File: src/rtl/riscv_pkg.sv
// Shared RV32I front-end types and constants: IF/ID payload, opcodes, NOP encoding.
package riscv_pkg;

  localparam int unsigned XLEN = 32;

  localparam logic [31:0] NOP_INSTR  = 32'h0000_0013;
  localparam logic [6:0]  OPC_BRANCH = 7'b1100011;
  localparam logic [6:0]  OPC_JAL    = 7'b1101111;

  typedef struct packed {
    logic            valid;
    logic [XLEN-1:0] pc;
    logic [31:0]     instr;
    logic            pred_taken;
  } if_id_t;

  localparam if_id_t IF_ID_BUBBLE = '{valid: 1'b0, pc: '0, instr: NOP_INSTR, pred_taken: 1'b0};

  // Instructions are word aligned; the two low byte-offset bits are dropped.
  function automatic logic [XLEN-1:0] align_word(input logic [XLEN-1:0] addr);
    return {addr[XLEN-1:2], 2'b00};
  endfunction

endpackage

File: src/rtl/fetch_predecode.sv
// Combinational predecode of a fetched word for static prediction:
// flags JAL and backward conditional branches and extracts the sign-extended offset.
module fetch_predecode
  import riscv_pkg::*;
(
  input  logic [31:0]     instr_i,
  output logic            is_jal_o,
  output logic            is_bwd_branch_o,
  output logic [XLEN-1:0] imm_o
);

  logic [XLEN-1:0] j_imm;
  logic [XLEN-1:0] b_imm;

  assign j_imm = {{(XLEN-21){instr_i[31]}}, instr_i[31], instr_i[19:12], instr_i[20],
                  instr_i[30:21], 1'b0};
  assign b_imm = {{(XLEN-13){instr_i[31]}}, instr_i[31], instr_i[7], instr_i[30:25],
                  instr_i[11:8], 1'b0};

  // A set sign bit on a branch means a negative offset, i.e. a loop back-edge.
  assign is_jal_o        = (instr_i[6:0] == OPC_JAL);
  assign is_bwd_branch_o = (instr_i[6:0] == OPC_BRANCH) && instr_i[31];
  assign imm_o           = is_jal_o ? j_imm : b_imm;

endmodule

File: src/rtl/fetch_stage.sv
// RV32I instruction fetch: owns the PC, reads the combinational instruction memory and
// fills the IF/ID register. Static prediction is built only with FETCH_STATIC_PREDICT_EN.
module fetch_stage
  import riscv_pkg::*;
#(
  parameter int unsigned     IMEM_DEPTH = 128,
  parameter logic [XLEN-1:0] RESET_PC   = XLEN'(0),
  localparam int unsigned    ADDR_W     = $clog2(IMEM_DEPTH * 4)
) (
  input  logic              clk,
  input  logic              rst,
  input  logic              stall_i,
  input  logic              redirect_i,
  input  logic [XLEN-1:0]   redirect_pc_i,
  output logic [ADDR_W-1:0] imem_addr_o,
  input  logic [31:0]       imem_rdata_i,
  output logic              if_id_valid_o,
  output logic [XLEN-1:0]   if_id_pc_o,
  output logic [31:0]       if_id_instr_o,
  output logic              if_id_pred_taken_o,
  output logic              misalign_o
);

  logic [XLEN-1:0] pc_q, pc_d;
  if_id_t          if_id_q, if_id_d;
  logic            misalign_q, misalign_d;

  logic [XLEN-1:0] seq_pc;
  logic [XLEN-1:0] next_pc;
  logic            pred_taken_c;

  assign seq_pc = pc_q + XLEN'(4);

`ifdef FETCH_STATIC_PREDICT_EN
  logic            pd_is_jal;
  logic            pd_is_bwd_branch;
  logic [XLEN-1:0] pd_imm;

  fetch_predecode u_predecode (
    .instr_i         (imem_rdata_i),
    .is_jal_o        (pd_is_jal),
    .is_bwd_branch_o (pd_is_bwd_branch),
    .imm_o           (pd_imm)
  );

  assign pred_taken_c = pd_is_jal | pd_is_bwd_branch;
  assign next_pc      = pred_taken_c ? (pc_q + pd_imm) : seq_pc;
`else
  assign pred_taken_c = 1'b0;
  assign next_pc      = seq_pc;
`endif

  // Redirect beats stall, stall beats normal fetch.
  always_comb begin
    pc_d       = pc_q;
    if_id_d    = if_id_q;
    misalign_d = 1'b0;
    if (redirect_i) begin
      pc_d       = align_word(redirect_pc_i);
      if_id_d    = IF_ID_BUBBLE;
      misalign_d = |redirect_pc_i[1:0];
    end else if (!stall_i) begin
      pc_d    = next_pc;
      if_id_d = '{valid: 1'b1, pc: pc_q, instr: imem_rdata_i, pred_taken: pred_taken_c};
    end
  end

  always_ff @(posedge clk or negedge rst) begin
    if (!rst) begin
      pc_q       <= RESET_PC;
      if_id_q    <= IF_ID_BUBBLE;
      misalign_q <= 1'b0;
    end else begin
      pc_q       <= pc_d;
      if_id_q    <= if_id_d;
      misalign_q <= misalign_d;
    end
  end

  // Only the low address bits reach memory, so fetch wraps within the array.
  assign imem_addr_o        = pc_q[ADDR_W-1:0];
  assign if_id_valid_o      = if_id_q.valid;
  assign if_id_pc_o         = if_id_q.pc;
  assign if_id_instr_o      = if_id_q.instr;
  assign if_id_pred_taken_o = if_id_q.pred_taken;
  assign misalign_o         = misalign_q;

endmodule

File: config.mk
export PLATFORM = sky130hd
export DESIGN_NAME = fetch_stage
export DESIGN_NICKNAME = d
export VERILOG_FILES = /design/src/rtl/riscv_pkg.sv /design/src/rtl/fetch_predecode.sv /design/src/rtl/fetch_stage.sv
export SDC_FILE = /design/constraint.sdc
export NUM_CORES = 1
export LEC_CHECK = 0
export BUFFER_PORTS_ARGS = -buffer_cell sky130_fd_sc_hd__buf_2
export CORE_UTILIZATION = 55
export CTS_BUF_LIST = sky130_fd_sc_hd__clkbuf_16
export CTS_CLUSTER_DIAMETER = 100
export CTS_CLUSTER_SIZE = 20
export DETAILED_ROUTE_END_ITERATION = 12
export PLACE_DENSITY = 0.86
export SYNTH_ARGS = -nofsm -noshare
export SYNTH_HDL_FRONTEND = slang
export SYNTH_SLANG_ARGS = --single-unit
File: constraint.sdc
create_clock -name clk -period 2.8 [get_ports clk]
set_input_delay 0.84 -clock clk [delete_from_list [all_inputs] [get_ports clk]]
set_output_delay 0.84 -clock clk [all_outputs]
set_load 0.01 [all_outputs]
==> flow_summary.ini <==
[global_routing]
grt-ovfl-total = 0
first_global_vias = 3579
grt_pass1_wl_um = 17100
antenna_found_initial = 0
grt_max_degree = 51
track_usage = 0.261

[place]
dp_slack_ps = 302
dp.cells = 644
hpwl_um = 7490
numPortBuffers = 140
routabilityCongestion = 0.819

[logic_synthesis]
yosysTopAreaCell = dfrtp_1
synth_top_area_share = 0.516
async_reset_ff_frac = 1.00
synth_cell_type_count = 44
yosysWarnings = 0
synth-edff-count = 0
ys_seq_area_frac = 0.533
synth_ff_type = dfrtp_1
synth-seq-cells = 95
postSynthCellCount = 425
synth.area.top_cells = dfrtp_1 (52%), mux2i_1 (14%), nor2_1 (6.2%)
syn_area_um2 = 4470
syn_avg_cell_area_um2 = 10.5

[power_and_ir_drop]
p_per_area_nw_per_um2 = 602
p_total_mw = 3.32
irDropWorstVdd_uv = 344
leakagePower_nw = 2.86

[sta]
worst_pin_slew_ps = 658
fin_tns_setup_ps = 0
fmax_mhz = 446
finalHoldViolations = 0
rsz0062_at_grt = false
maxSlewHeadroom = 0.562
worst_slack_ps = 556
clock_skew_ps = 8.66
period_share = 0.801
finalSetupViolations = 0
slew_violations = 0
period_minus_slack_ps = 2240

[clock_network]
cts_inserted_buffers = 9
clk_pin_slew_ps = 60
post_cts_buffers = 0
htree_levels = 3
clock_latency_ps = 340
cts_root_buf = clkbuf_16
ctsResizeCount = 0
ctsLongestPathBuffers = 2
cts_tree = yes
clock_sinks = 95
ctsHoldBuffers = 0

[worst_setup_path]
cp.required_ps = 3060
cp-end-kind = flop
cp.arrival_ps = 2500
crit_type = reg2reg
ff2ff_path_depth = 4
crit_path_max_fanout = 12
crit_path_start_kind = flop

[routing]
wl_per_cell_um = 16.3
ant_nets = 0
vias = 3729
via_per_inst = 5.65
drt_first_pass_iters = 5
drtIter0Drc = 287
route.detailed.drc = 0
drt-total-wl_um = 10700

[worst_hold_path]
hold_path_class = in2async

[cells_and_area]
register_area_um2 = 2380
instances_no_fill = 660
layout-drive-gt1-share = 0.315
nFillCells = 582
multiInputGateArea_um2 = 1880
diodes = 0
areaGrowthSynthToFinish_pct = 23.4
num-nets-final = 622
fin_util = 0.706

[floorplan]
coreArea_um2 = 7810
die_area_um2 = 8480
rows = 32
start_util = 0.572
dieWidth_um = 92.1
ios = 144
die_y_um = 92.1

[job]
drv_cap = 0

[status]
status = finished clean
## synth_stat cells, types with 4 or more instances
library cell,instances
a31oi_1,11
and3_1,5
buf_1,4
buf_2,4
buf_4,11
clkbuf_1,13
dfrtp_1,92
inv_1,5
mux2i_1,63
nand2_1,33
nand3_1,16
nor2_1,74
nor4_1,5
o211ai_1,4
o21ai_0,14
o31ai_1,7
or4_1,12
xnor2_1,8
xor2_1,4
## critical path, cell delays in order, from the launching register on
cell,delay (ps)
dfrtp_1,480
and3_1,300
nand4_1,430
or4b_2,750
a31oi_1,200
## registers in the layout, indices dropped and copies added (netlist names)
register,flops
misalign_o,1
pc_q,30
if_id_instr_o,32
if_id_pc_o,31
if_id_valid_o,1
## path summary, 6_finish.rpt
kind / startpoint / endpoint / slack (ps)
worst max-delay path: pc_q[5] / pc_q[26] / 560
worst min-delay path: rst / if_id_instr_o[3] / 370
worst max register to register: pc_q[5] / pc_q[26] / 560
min in group clk: if_id_pc_o[23] / if_id_pc_o[23] / 520
max in group asynchronous: rst / if_id_pc_o[16] / 1790
worst min register to register: if_id_pc_o[23] / if_id_pc_o[23] / 520
## cell families after synthesis
family	synth area share
buffers and inverters	0.0485
AND/OR/NAND/NOR	0.187
AO/OA/AOI/OAI	0.0628
adder cells (fa/ha/maj)	0.00280
multiplexers	0.141
flip-flops	0.533
other	0.000840
XOR/XNOR	0.0235
## routing by layer
metal,share of wire,global-route usage,up-vias
met5,0,0,-
met4,0.022,0.0977,0
met3,0.064,0.0597,27
met2,0.50,0.425,145
met1,0.41,0.340,1818
li1,-,-,1739
## power breakdown
part | total (mW) | internal, mW | switching, mW
combinational | 0.449 | 0.200 | 0.249
clock | 1.29 | 0.778 | 0.515
sequential | 1.57 | 1.47 | 0.102
total | 3.32 | 2.45 | 0.866
## cell usage in the layout, fill, tap and decap left out, drive strengths merged, types with 3 or more instances in the layout
master  synthesis  routed
buf            21     150
dfrtp          92      92
nor2           74      74
mux2i          63      63
nand2          33      33
nand3          16      16
o21ai          14      14
or4            13      13
a31oi          11      11
clkbuf         13       9
xnor2           8       8
o31ai           7       7
inv             5       7
and3            7       7
nor4            5       5
nand4           5       5
o211ai          4       4
xor2            4       4
nand4b          3       3
or3             3       3
conb            1       3
dfstp           3       3
## cell type report
cell class / count / share of cell area
Multi-Input combinational cell: 292 / 0.340
Timing Repair Buffer: 150 / 0.144
Inverter: 5 / 0.00341
Tap cell: 102 / 0.0232
Clock buffer: 9 / 0.0409
Clock inverter: 7 / 0.0161
Sequential cell: 95 / 0.432
## stage by stage
stage	instance area, µm²	hold WS [ps]
global placement	5200	497
CTS	5510	375
finish	5510	374
detailed placement	5200	507
floorplan	4470	502
global route	5510	386
(Power assumes the default switching activity.)
